`config.mk`:
```
export PLATFORM = sky130hd
export DESIGN_NAME = demux32_1to2_buf
export DESIGN_NICKNAME = d
export VERILOG_FILES = /design/src/rtl/demux32_1to2_buf.sv
export SDC_FILE = /design/constraint.sdc
export NUM_CORES = 1
export LEC_CHECK = 0
export CORE_MARGIN = 5
export CORE_UTILIZATION = 48
export CTS_CLUSTER_SIZE = 14
export DETAILED_ROUTE_END_ITERATION = 10
export HOLD_SLACK_MARGIN = 0.05
export MAX_ROUTING_LAYER = met4
export PLACE_DENSITY = 0.82
export SLEW_MARGIN = 20
export SYNTH_ARGS = -nofsm -noshare
export SYNTH_HDL_FRONTEND = slang
export SYNTH_SLANG_ARGS = --single-unit
```
`constraint.sdc`:
```
create_clock -name Clk -period 1.7 [get_ports Clk]
set_input_delay 0.34 -clock Clk [delete_from_list [all_inputs] [get_ports Clk]]
set_output_delay 0.34 -clock Clk [all_outputs]
set_load 0.01 [all_outputs]
```
`src/rtl/demux32_1to2_buf.sv`:
```
// demux32_1to2_buf
//   Registered 1-to-2 demultiplexer for 32-bit words. Each accepted input word
//   is steered by inSel into one of two independent FIFOs (A for inSel=0,
//   B for inSel=1). Each FIFO drains through its own valid/ready port, so a
//   stalled consumer only blocks words headed for its own FIFO.
//
// Parameters
//   DEPTH : entries per FIFO (power of two, >= 2)
//   AW    : pointer width, log2(DEPTH)
//
// Ports
//   Clk        in   rising-edge clock
//   Reset      in   asynchronous active-low reset
//   inData     in   word to steer
//   inSel      in   destination select (0 -> A, 1 -> B)
//   inValid    in   producer has a word
//   inReady    out  word accepted this cycle (selected FIFO not full)
//   outA/outB  out  head word of FIFO A / B
//   outAValid  out  FIFO A non-empty
//   outAReady  in   consumer A takes the head
//   outBValid  out  FIFO B non-empty
//   outBReady  in   consumer B takes the head
//
// Optional build macro DEMUX32_STATS_EN adds:
//   cntA, cntB  out  running totals of pushes into A / B
//   stallCnt    out  cycles with inValid=1 and inReady=0
module demux32_1to2_buf #(
  parameter int unsigned DEPTH = 2,
  parameter int unsigned AW    = 1
) (
  input  logic        Clk,
  input  logic        Reset,
  input  logic [31:0] inData,
  input  logic        inSel,
  input  logic        inValid,
  output logic        inReady,
  output logic [31:0] outA,
  output logic        outAValid,
  input  logic        outAReady,
  output logic [31:0] outB,
  output logic        outBValid,
  input  logic        outBReady
`ifdef DEMUX32_STATS_EN
  ,
  output logic [31:0] cntA,
  output logic [31:0] cntB,
  output logic [31:0] stallCnt
`endif
);

  localparam logic [AW:0]   FULL_C = DEPTH[AW:0];
  localparam logic [AW:0]   CONE_C = 1;
  localparam logic [AW-1:0] PONE_C = 1;

  logic [31:0]   memA_q [DEPTH];
  logic [31:0]   memB_q [DEPTH];
  logic [AW-1:0] wrA_q, wrA_d, rdA_q, rdA_d;
  logic [AW-1:0] wrB_q, wrB_d, rdB_q, rdB_d;
  logic [AW:0]   countA_q, countA_d, countB_q, countB_d;

  logic pushA, pushB, popA, popB;

  // Readiness looks only at registered occupancy: a full FIFO refuses a word
  // even if its consumer is popping in the same cycle.
  always_comb begin
    inReady   = inSel ? (countB_q != FULL_C) : (countA_q != FULL_C);
    outAValid = (countA_q != '0);
    outBValid = (countB_q != '0);
    outA      = memA_q[rdA_q];
    outB      = memB_q[rdB_q];
    pushA     = inValid & inReady & ~inSel;
    pushB     = inValid & inReady &  inSel;
    popA      = outAValid & outAReady;
    popB      = outBValid & outBReady;
  end

  // Pointers are AW bits wide, so the +1 wraps modulo DEPTH by itself.
  always_comb begin
    wrA_d    = pushA ? wrA_q + PONE_C : wrA_q;
    rdA_d    = popA  ? rdA_q + PONE_C : rdA_q;
    wrB_d    = pushB ? wrB_q + PONE_C : wrB_q;
    rdB_d    = popB  ? rdB_q + PONE_C : rdB_q;
    countA_d = countA_q;
    countB_d = countB_q;
    case ({pushA, popA})
      2'b10:   countA_d = countA_q + CONE_C;
      2'b01:   countA_d = countA_q - CONE_C;
      default: countA_d = countA_q;
    endcase
    case ({pushB, popB})
      2'b10:   countB_d = countB_q + CONE_C;
      2'b01:   countB_d = countB_q - CONE_C;
      default: countB_d = countB_q;
    endcase
  end

  always_ff @(posedge Clk or negedge Reset) begin
    if (!Reset) begin
      wrA_q    <= '0;
      rdA_q    <= '0;
      wrB_q    <= '0;
      rdB_q    <= '0;
      countA_q <= '0;
      countB_q <= '0;
    end else begin
      wrA_q    <= wrA_d;
      rdA_q    <= rdA_d;
      wrB_q    <= wrB_d;
      rdB_q    <= rdB_d;
      countA_q <= countA_d;
      countB_q <= countB_d;
    end
  end

  // Storage is cleared on reset so both heads read 0 afterwards.
  always_ff @(posedge Clk or negedge Reset) begin
    if (!Reset) begin
      for (int unsigned i = 0; i < DEPTH; i++) begin
        memA_q[i] <= '0;
        memB_q[i] <= '0;
      end
    end else begin
      if (pushA) memA_q[wrA_q] <= inData;
      if (pushB) memB_q[wrB_q] <= inData;
    end
  end

`ifdef DEMUX32_STATS_EN
  logic [31:0] cntA_q, cntB_q, stall_q;

  always_ff @(posedge Clk or negedge Reset) begin
    if (!Reset) begin
      cntA_q  <= '0;
      cntB_q  <= '0;
      stall_q <= '0;
    end else begin
      if (pushA)               cntA_q  <= cntA_q + 32'd1;
      if (pushB)               cntB_q  <= cntB_q + 32'd1;
      if (inValid && !inReady) stall_q <= stall_q + 32'd1;
    end
  end

  assign cntA     = cntA_q;
  assign cntB     = cntB_q;
  assign stallCnt = stall_q;
`endif

endmodule

```
After elaboration in Yosys (flattened, before gate mapping). Index checks and enable logic that the tools add are counted.

Divide/modulo/power cells: 0. $add $sub $neg: 8. Muxes and demuxes: 15. Bitwise logic cells: 10. Eq/ne operators: 6. Reductions and logical operators: 6. Shift operators: 0. Order comparisons: 6. $mul: 0.

Operator list (count): $mux 32 (8); $bwmux 64 (2); $demux 32 s1 (2); $ge 2x2->1 const B (4); $not 1->2 (4); $pmux 2 s2 (2); $reduce_bool 2->1 (4); $and 1x1->1 (5); $add 1x1->1 const B (4); $add 2x1->2 const B (2); $eq 2x1->1 const B (2); $eq 2x2->1 const B (2); $lt 2x1->1 const B (2); $ne 2x2->1 const B (2); $sub 2x1->2 const B (2); $logic_and 1x1->1 (2); $mux 1 (1); $not 1->1 (1).

Bits in writable memories: 0. Flip-flop bits (word level): 136. Memory bits (read-only): 0. Input bits: 38. Output and inout port bits: 67. Bits in latches: 0. Logic and storage cells: 61. Memories kept: 0.

Longest topological paths before layout. Gate-level depths: netlist of run 1.

Word-level depth: 6. Depth in mapped cells: 6. Depth with buffers taken out: 6.

Worst setup path before layout of run 1. OpenSTA, ideal clock, no wires.

Kind: register to output. Start point: reg rdA_q. End point: out outA[21]. Arrival time: 1263 ps. Setup slack: 97 ps. Stages on the path, launching flop included: 4. Cell sequence: dfrtp_1 > clkbuf_1 > clkbuf_1 > mux2_2.

Longest elaborated chain between the ends: 4.

RTL lines: start: declaration (line 57) `logic [AW-1:0] wrA_q, wrA_d, rdA_q, rdA_d;`; start signal: assignment (line 107) `rdA_q <= rdA_d;`; $not 1->2 (not written as such) (line 69) `outA = memA_q[rdA_q];`; $mux 32 (not written as such) (3 in series) (line 69); end: declaration (line 37) `output logic [31:0] outA,`.

No other way between the ends. The select of a mux whose other input is x is not followed.

Final worst setup path of run 1.
Start point: reg rdB_q. End point: out outB[25].

Longest elaborated chain between the ends: 4.

RTL lines: start: declaration (line 58) `logic [AW-1:0] wrB_q, wrB_d, rdB_q, rdB_d;`; start signal: assignment (line 109) `rdB_q <= rdB_d;`; $not 1->2 (not written as such) (line 70) `outB = memB_q[rdB_q];`; $mux 32 (not written as such) (3 in series) (line 70); end: declaration (line 40) `output logic [31:0] outB,`.

No other way between the ends. The select of a mux whose other input is x is not followed.

==> results of run 1 <==
where the power goes:
part           internal [W]  total [W]  switching, W
logic               0.00662     0.0102       0.00359
clock network       0.00234    0.00364       0.00131
registers           0.00492    0.00587      0.000953
how the worst max path moves through the flow:
stage / endpoint / slack [ns] / cells after the start
final: outB[25] / -0.29 / 5
after global routing: outB[27] / -0.34 / 5
after CTS: outB[25] / -0.31 / 5
after detailed placement: memA_q[6] / -0.42 / 5
after global placement: memA_q[8] / -0.39 / 5
after floorplan: outA[21] / 0.1 / 3
through the flow:
step           cell area, um2  total power, W  setup TNS, ns  setup WS, ns  hold WS, ns
2_1_floorplan            6030          0.0101              0        0.0969       0.0444
3_3_place_gp             7500          0.0137         -32.45        -0.385        0.322
3_5_place_dp             7500          0.0140         -37.86        -0.417        0.326
4_1_cts                  8490          0.0190         -12.74        -0.305        0.457
5_1_grt                  8720          0.0207         -15.80        -0.337        0.500
6_report                 8720          0.0197         -12.59        -0.289        0.453
synthesized netlist by cell type:
master	n
dfrtp_1	136
nand3_1	1
or3b_1	1
nor2_1	3
xnor2_1	6
buf_2	9
a21oi_1	1
mux2_1	5
and2_1	2
nand2b_1	4
ha_1	2
nor3_2	2
nor2b_1	2
or2_2	2
xor2_1	4
nand4_1	1
nand2_1	1
clkbuf_1	8
mux2_4	30
mux2_2	157
buf_6	4
routing by layer:
| layer | vias to the layer above | track usage | wire length, um |
|---|---|---|---|
| met2 | 94 | 0.333 | 7380 |
| met1 | 1930 | 0.253 | 6050 |
| met5 | - | - | 0 |
| met4 | 0 | 0.0721 | 233 |
| li1 | 1663 | - | - |
| met3 | 21 | 0.0446 | 586 |
what timing repair did:
item                       4_1_cts  5_1_grt
hold endpoints to repair        48        0
cloned                           6        1
gates resized for setup        341       60
setup endpoints to repair       71       94
buffers inserted                11        5
hold buffers                     1        0
pin swaps                        0        1
cells by family after synthesis:
group	after synthesis	synth area share
flops	136	0.564
compound gates	1	0.000829
buf+inv	21	0.0199
fa+ha+maj	2	0.00415
mux	192	0.377
simple gates	19	0.0195
xor+xnor	10	0.0145
cells in the final DEF (no fill, tap or decap), drive strengths merged, types with 3 or more instances in the layout:
cell,count
xor2,4
nor2,3
dfrtp,136
nand2b,4
xnor2,6
mux2,192
buf,113
clkbuf,24
clkinv,7
clkdlybuf4s50,36
worst max-delay path: stages, from the launching register on:
cell	delay, ns
dfrtp_2	0.43
buf_6	0.13
buf_6	0.13
buf_16	0.14
mux2_4	0.30
buf_6	0.12
area by class of cell:
class,count,area (um2)
Tap cell,172,215
Timing Repair Buffer,151,1790
Multi-Input combinational cell,224,2720
Sequential cell,136,3410
Clock inverter,9,95.1
Fill cell,822,3740
Clock buffer,23,498
sequential cells by signal, summed over array words and instances, names as in the netlist:
| register | flops |
|---|---|
| memA_q | 64 |
| memB_q | 64 |
| wrA_q | 1 |
| wrB_q | 1 |
| rdA_q | 1 |
| countA_q | 2 |
| countB_q | 2 |
| rdB_q | 1 |
==> results.md, run 1 <==
- Final core utilization: 0.700
- Fmax: ~500 MHz
- Worst IR drop on VDD: 1.31 mV
- First-pass GRT wire length: around 22 mm
- CP Capture Type: output pin
- Placed wire-length estimate: 8.64 mm
- Top cell type's share of synthesized area: 0.564
- Seq cells post-synth: approximately 140
- Worst setup margin: -0.289 ns
- CTS tree: yes
- HP Class: input port to async pin
- Power Density: 2260 mW/mm2
- Initial Util: 0.484
- WP data required: 1.36 ns
- FF-to-FF End: memA_q[16]
- Status: finished, violations left
- Final nets: 570
- DRC: 0
- Initial antenna violation count: 0
- Min Tclk post-route: ~2.0 ns
- Die area: approximately 0.015 mm2
- Final count of hold timing violations: 0
- Number of diodes: 0
- Clk Tree Root Cell: clkbuf_16
- Die W: roughly 120 um
- Row count: slightly above 40
- First drt pass iteration count: 4
- Fin crit share: 1.17
- Unrepaired setup endpoints after global routing: true
- Pin count of the biggest net entering global routing: 53
- Max-slew violations: 0
- Mapped Area: 0.00603 mm2
- P_leak: between 4 and 5 nW
- Failing checks: setup timing
- DR WL/cell: ~20 um
- GRT Residual Overflow: 0
- CTS buffer count: 17
- Net Count, Synth: 421
- Worst Setup SP: rdB_q
- Sequential cell area fraction in the yosys report: 0.564
- Worst slew pin tran: 0.502 ns
- Max-slew headroom: 0.665
- Inst Count DP: 660
- Worst reg-to-reg setup slack: about 0.07 ns
- CORE AREA: 0.0125 mm2
- IO Pins: 105
- Worst EP arrival: 1.65 ns
- Wirelength, routed: 14.3 mm
- GPL Wtd Cong: ~0.75
- Final setup fails: 64
- Port Buffers: 104
- Vias in the first global route: 4,088
- Avg Cell Area, Syn: 15.8 um2
- Kind of critical path: flop to output pin
- Total number of vias: approximately 3,700
- CTS H-tree depth: 4
- Reg2Reg Depth: 4
- Detailed Route Iter0 Violations: between 150 and 200
- Critical path launch point type: flop
- Clk_lat worst skew: 0.41 ns
- Synth top area cells: dfrtp_1 (56%), mux2_2 (29%), mux2_4 (7.5%)
- Reg clk slew, reported paths: around 0.050 ns
- Vert. Die Dim: ~120 um
- Worst-path fanout max: 5
- Finished Layout Cells: between 700 and 800
- Clock skew: 0.0130 ns
- Netlist cell types: 21
- Routed vias/inst: 5.19
- Post-route ant nets: 0
- CTS Sinks: ~140
- Gr usage total: 0.204
- Mapped Cells: 381
- Worst r2r src: countA_q[1]
- Yosys warns: 0
- Max-Cap Viols: 0
- Share of layout cells above drive strength 1: 0.637
- Area leader, netlist: dfrtp_1
- Area Growth Syn to Fin: 44.6%
- Buffer levels on the longest clock path: 2
No activity file was read; power rests on OpenSTA's default activity.
==> run 2, diff against run 1 <==
--- a/config.mk
+++ b/config.mk
@@ -9,10 +9,10 @@
 export CORE_UTILIZATION = 48
 export CTS_CLUSTER_SIZE = 14
 export DETAILED_ROUTE_END_ITERATION = 10
-export HOLD_SLACK_MARGIN = 0.05
 export MAX_ROUTING_LAYER = met4
 export PLACE_DENSITY = 0.82
 export SLEW_MARGIN = 20
 export SYNTH_ARGS = -nofsm -noshare
 export SYNTH_HDL_FRONTEND = slang
 export SYNTH_SLANG_ARGS = --single-unit
+export TNS_END_PERCENT = 5
==> run 2 against run 1 <==
  * Largest cell class unchanged
  * Critical path type unchanged
  * Global-route usage shrank 0.46 points
  * Cell area fell by 3.6%
  * Critical path depth is the same
  * Setup slack got worse by 0.0041 ns
  * Sequential power decreased by 1%
  * Final cell count is 1.5% lower
  * Worst hold slack better by 0.0020 ns
  * Core utilization decreased by 2.5 points
  * The run still ends with setup timing left
  * Sequential cell count unchanged
  * Largest power group unchanged
==> results.md, run 2 (same netlist as run 1, synthesis figures left out) <==
- Most common cell after layout, fill and taps aside: mux2_2 (was dfrtp_1)
- Worst IR drop on VDD: 1.24 mV (was 1.31 mV)
- Final count of hold timing violations: 0 (unchanged)
- Pin count of the biggest net entering global routing: 53 (unchanged)
- Share of layout cells above drive strength 1: 0.630 (was 0.637)
- Worst slew pin tran: 0.506 ns (was 0.502 ns)
- Top flop regs: memA_q: 64 flops, memB_q: 64 flops (unchanged)
- Kind of critical path: flop to output pin (unchanged)
- Hold WS: 0.455 ns (was 0.453 ns)
- Final nets: 559 (was 570)
- Detailed Route Iter0 Violations: 168 (was 159)
- Worst r2r src: countB_q[0] (was countA_q[1])
- Clock skew: 0.00739 ns (was 0.0130 ns)
- CTS tree: yes (unchanged)
- Vert. Die Dim: 122 um (unchanged)
- Worst setup margin: -0.293 ns (was -0.289 ns)
- First drt pass iteration count: 4 (unchanged)
- FF-to-FF End: countB_q[1] (was memA_q[16])
- Failing checks: setup timing (unchanged)
- Max-slew headroom: 0.663 (was 0.665)
- WP data required: 1.36 ns (about the same)
- Clk Tree Root Cell: clkbuf_16 (unchanged)
- Die area: 0.0149 mm2 (unchanged)
- Worst reg-to-reg setup slack: 0.09 ns (was 0.07 ns)
- GRT Residual Overflow: 0 (unchanged)
- Part of the power in registers: 0.311 (was 0.297)
- Port Buffers: 104 (unchanged)
- Status: finished, violations left (unchanged)
- Min Tclk post-route: 1.99 ns (about the same)
- CP bufs+invs: 4 (unchanged)
- Crit-path slowest cell: dfrtp_2 (unchanged)
- Reg2Reg Depth: 5 (was 4)
- Initial Util: 0.484 (unchanged)
- Row count: 41 (unchanged)
- Worst-path fanout max: 5 (unchanged)
- CTS H-tree depth: 4 (unchanged)
- Comb pwr share: 0.493 (was 0.518)
- DR WL/cell: 19.3 um (was 19.9 um)
- Initial antenna violation count: 0 (unchanged)
- Clk_lat worst skew: 0.41 ns (about the same)
- Reg clk slew, reported paths: 0.05 ns (about the same)
- Gr usage total: 0.199 (was 0.204)
- Placed wire-length estimate: 8.64 mm (unchanged)
- Number of diodes: 0 (unchanged)
- Final setup fails: 64 (unchanged)
- Clock power share: 0.196 (was 0.185)
- IO Pins: 105 (unchanged)
- Fmax: 502 MHz (was 503 MHz)
- Worst EP arrival: 1.65 ns (about the same)
- P_leak: 3.77 nW (was 4.01 nW)
- Most numerous cell on the critical path: buf_6 (unchanged)
- Total number of vias: 3,609 (was 3,708)
- Commonest cells after routing, fill and taps aside: mux2_2 (154), dfrtp_1 (133), buf_6 (65), clkdlybuf4s50_1 (36), mux2_4 (33) (was dfrtp_1 (134), mux2_2 (118), buf_6 (75), mux2_4 (69), clkdlybuf4s50_1 (36))
- CORE AREA: 0.0125 mm2 (unchanged)
- Max-Cap Viols: 0 (unchanged)
- Buffer levels on the longest clock path: 2 (unchanged)
- Unrepaired setup endpoints after global routing: true (unchanged)
- Die W: 122 um (unchanged)
- Cell Int Power: 0.0131 W (was 0.0139 W)
- HP Class: input port to async pin (unchanged)
- Switch Pwr: 0.00555 W (was 0.00586 W)
- DRC: 0 (unchanged)
- First-pass GRT wire length: 21.7 mm (was 22.1 mm)
- Area Growth Syn to Fin: 39.3% (was 44.6%)
- Final Power: 0.0186 W (was 0.0197 W)
- Placed instance area: 0.00750 mm2 (unchanged)
- GPL Wtd Cong: 0.753 (unchanged)
- Stages on the worst setup path: 5 (unchanged)
- Power Density: 2220 mW/mm2 (was 2260 mW/mm2)
- CP Capture Type: output pin (unchanged)
- Max-slew violations: 0 (unchanged)
- CTS buffer count: 17 (unchanged)
- CTS Sinks: 136 (unchanged)
- Worst stage delay on the critical path: 0.43 ns (about the same)
- Crit-path cells: buf_6 > buf_6 > buf_16 > mux2_4 > buf_6 (unchanged)
- CP top delay family: buffers and inverters (unchanged)
- Wirelength, routed: 13.6 mm (was 14.3 mm)
- Post-route ant nets: 0 (unchanged)
- Filler Cell Count: 887 (was 822)
- Critical path launch point type: flop (unchanged)
- Routed vias/inst: 5.13 (was 5.19)
- Final core utilization: 0.674 (was 0.700)
- Design area: 0.00840 mm2 (was 0.00872 mm2)
- Sw frac: 0.298 (was 0.297)
- Fin crit share: 1.17 (about the same)
- Vias in the first global route: 4,051 (was 4,088)
==> run 2: routing by layer <==
metal | up-vias | global-route usage | wire length [um]
met2 | 98 | 0.320 | 6900
met5 | - | - | 0
met3 | 21 | 0.0534 | 542
met1 | 1851 | 0.245 | 5830
met4 | 0 | 0.0700 | 291
li1 | 1639 | - | -
==> run 2: cell type report <==
type	count	area, um2	share of cell area
clock buffers	23	498	0.0593
clock inverters	9	95.1	0.0113
multi-input cells	224	2580	0.307
flip-flops and latches	136	3410	0.405
well taps	172	215	0.0256
repair buffers	140	1610	0.192
==> run 2: worst register-to-register path: cells and delay by family, from the launching register on <==
family | cells | cell delay [ns]
flip-flops | 1 | 0.44
AND/OR/NAND/NOR | 3 | 0.63
XOR/XNOR | 1 | 0.14
adder cells (fa/ha/maj) | 1 | 0.33
==> run 2: worst max path at each step <==
stage                           end  start  slack [ns]
after global routing       outB[27]  rdB_q       -0.34
after global placement    memA_q[8]  inSel       -0.39
after floorplan            outA[21]  rdA_q         0.1
after detailed placement  memA_q[6]  inSel       -0.42
final                      outB[25]  rdB_q       -0.29
after CTS                  outB[25]  rdB_q       -0.31
==> run 2: power by group through the flow <==
| stage | clock network [W] | logic, W | registers, W |
|---|---|---|---|
| 2_1_floorplan | 0 | 0.00463 | 0.00550 |
| 3_3_place_gp | 0 | 0.00802 | 0.00569 |
| 3_5_place_dp | 0 | 0.00821 | 0.00582 |
| 4_1_cts | 0.00370 | 0.00920 | 0.00578 |
| 5_1_grt | 0.00386 | 0.00975 | 0.00598 |
| 6_report | 0.00365 | 0.00920 | 0.00579 |
==> run 2: timing repair <==
action / 4_1_cts / 5_1_grt
resized for setup: 339 / 11
cloned: 4 / 0
setup buffers: 6 / 1
hold buffers: 1 / 0
endpoints found under the setup margin: 71 / 95
endpoints found under the hold margin: 48 / 0
==> run 2: through the flow <==
stage	TNS (ns)	worst slack [ns]	instances
6_report	-12.32	-0.293	704
5_1_grt	-16.04	-0.341	704
4_1_cts	-12.35	-0.305	703
3_5_place_dp	-37.86	-0.417	660
3_3_place_gp	-32.45	-0.385	660
2_1_floorplan	0	0.0969	381
==> run 3, diff against run 2 <==
--- a/config.mk
+++ b/config.mk
@@ -5,10 +5,12 @@
 export SDC_FILE = /design/constraint.sdc
 export NUM_CORES = 1
 export LEC_CHECK = 0
+export CORE_ASPECT_RATIO = 0.8
 export CORE_MARGIN = 5
 export CORE_UTILIZATION = 48
 export CTS_CLUSTER_SIZE = 14
 export DETAILED_ROUTE_END_ITERATION = 10
+export GPL_TIMING_DRIVEN = 1
 export MAX_ROUTING_LAYER = met4
 export PLACE_DENSITY = 0.82
 export SLEW_MARGIN = 20
==> run 3 against run 2 <==
  * The flow still finishes with violations (setup timing)
  * Critical path type unchanged
  * Combinational power decreased by 6.8%
  * Non-clock buffer count is 4 lower
  * Worst hold slack worse by 0.038 ns
  * Power is 4.6% lower
  * Core utilization decreased by 0.83 points
  * Register-to-register slack lost 0.03 ns
  * First-iteration DRC count is 23% lower
  * Sequential share of layout area rose by 1.2 points
  * Clock power decreased by 7.4%
  * Sequential cell count unchanged
==> results.md, run 3 (same netlist as run 1, synthesis figures left out) <==
- Worst r2r src: countA_q[1] (was countB_q[0])
- P_leak: 3.72 nW (was 3.77 nW)
- Max-Cap Viols: 0 (unchanged)
- Critical path launch point type: flop (unchanged)
- Die W: 135 um (was 122 um)
- CTS Sinks: 136 (unchanged)
- FF-to-FF End: countA_q[1] (was countB_q[1])
- Detailed Route Iter0 Violations: 130 (was 168)
- Vert. Die Dim: 110 um (was 122 um)
- Unrepaired setup endpoints after global routing: true (unchanged)
- Die area: 0.0149 mm2 (about the same)
- Reg2Reg Depth: 7 (was 5)
- Row count: 36 (was 41)
- WP data required: 1.36 ns (about the same)
- Commonest cells after routing, fill and taps aside: mux2_2 (134), dfrtp_1 (134), mux2_4 (53), buf_6 (49), clkdlybuf4s50_1 (36) (was mux2_2 (154), dfrtp_1 (133), buf_6 (65), clkdlybuf4s50_1 (36), mux2_4 (33))
- Min Tclk post-route: 1.87 ns (was 1.99 ns)
- CP Capture Type: output pin (unchanged)
- CP endpoint: outB[25] (unchanged)
- Inst Count DP: 659 (was 660)
- Vias in the first global route: 4,111 (was 4,051)
- Finished Layout Cells: 698 (was 704)
- Gr usage total: 0.200 (was 0.199)
- Filler Cell Count: 863 (was 887)
- Status: finished, violations left (unchanged)
- CTS buffer count: 17 (unchanged)
- Final count of hold timing violations: 0 (unchanged)
- Fmax: 533 MHz (was 502 MHz)
- Pin count of the biggest net entering global routing: 42 (was 53)
- Reg clk slew, reported paths: 0.06 ns (was 0.05 ns)
- Final TNS setup: -8.03 ns (was -12.32 ns)
- Final setup fails: 64 (unchanged)
- First-pass GRT wire length: 22.2 mm (was 21.7 mm)
- Kind of critical path: flop to output pin (unchanged)
- Number of diodes: 0 (unchanged)
- Share of layout cells above drive strength 1: 0.613 (was 0.630)
- CTS H-tree depth: 4 (unchanged)
- Final nets: 555 (was 559)
- Routed vias/inst: 5.14 (was 5.13)
- Fin crit share: 1.10 (was 1.17)
- Max-slew headroom: 0.729 (was 0.663)
- Buffer levels on the longest clock path: 2 (unchanged)
- Failing checks: setup timing (unchanged)
- IO Pins: 105 (unchanged)
- DR WL/cell: 19.3 um (about the same)
- Post-route ant nets: 0 (unchanged)
- Worst-path fanout max: 8 (was 5)
- CORE AREA: 0.0123 mm2 (was 0.0125 mm2)
- Worst EP arrival: 1.53 ns (was 1.65 ns)
- Total number of vias: 3,585 (was 3,609)
- Top flop regs: memA_q: 64 flops, memB_q: 64 flops (unchanged)
- Max-slew violations: 0 (unchanged)
- Worst Setup SP: rdB_q (unchanged)
- Port Buffers: 104 (unchanged)
- GPL Wtd Cong: 0.814 (was 0.753)
- Clock skew: 0.00877 ns (was 0.00739 ns)
- Wirelength, routed: 13.5 mm (was 13.6 mm)
- Initial Util: 0.492 (was 0.484)
- Placed wire-length estimate: 8.62 mm (was 8.64 mm)
- Worst setup margin: -0.174 ns (was -0.293 ns)
- Pre-CTS setup slack: -0.422 ns (was -0.417 ns)
- Initial antenna violation count: 0 (unchanged)
- Worst slew pin tran: 0.406 ns (was 0.506 ns)
- Hold WS: 0.417 ns (was 0.455 ns)
- First drt pass iteration count: 4 (unchanged)
- HP Class: input port to async pin (unchanged)
- Worst IR drop on VDD: 1.16 mV (was 1.24 mV)
- Final Power: 0.0178 W (was 0.0186 W)
- Power Density: 2180 mW/mm2 (was 2220 mW/mm2)
- Area Growth Syn to Fin: 35.2% (was 39.3%)
- Clk Tree Root Cell: clkbuf_16 (unchanged)
- GRT Residual Overflow: 0 (unchanged)
- Clk_lat worst skew: 0.40 ns (was 0.41 ns)
- DRC: 0 (unchanged)
- CTS tree: yes (unchanged)
- Worst reg-to-reg setup slack: 0.06 ns (was 0.09 ns)
## run 3: final cells by class
class	instances	area, um2	area share
clock buffer	23	468	0.0574
clock inverter	8	73.8	0.00905
multi-input combinational	224	2640	0.323
sequential	136	3410	0.417
tap	171	214	0.0262
timing repair buffer	136	1360	0.167
## run 3: worst max-delay path: stages, from the launching register on
cell and delay [ns]:
dfrtp_2 0.42, buf_6 0.14, buf_12 0.14, mux2_4 0.31, buf_6 0.12
## run 3: timing repair
item,in CTS,in global routing
buffers inserted,9,1
gates cloned,3,0
resized for setup,319,31
endpoints found under the hold margin,38,0
hold buffers,1,0
setup endpoints to repair,71,66
## run 3: power by group
group          switching, W  internal, W  total (W)
logic               0.00324      0.00533    0.00857
clock network       0.00131      0.00207    0.00338
registers          0.000908      0.00491    0.00582
total               0.00546       0.0123     0.0178
## run 3: how the worst min path moves through the flow
stage	endpoint	slack, ns	cells past startpoint
2_1_floorplan	countA_q[0]	0.04	0
3_3_place_gp	memB_q[9]	0.28	1
3_5_place_dp	memB_q[39]	0.29	1
4_1_cts	memB_q[9]	0.43	2
5_1_grt	memB_q[39]	0.46	2
6_report	memB_q[39]	0.42	2
## run 3: per-stage QoR
stage | area (um2) | utilization
5_1_grt | 8160 | 0.666
3_5_place_dp | 7500 | 0.612
4_1_cts | 8140 | 0.665
3_3_place_gp | 7500 | 0.612
2_1_floorplan | 6030 | -
6_report | 8160 | 0.666
## run 3: metal layers
layer  track usage  vias to the layer above  wire length, um
met5             -                        -                0
met4        0.0475                        0               71
met3        0.0440                        7              510
met2         0.313                       83             6520
met1         0.272                     1868             6350
li1              -                     1627                -
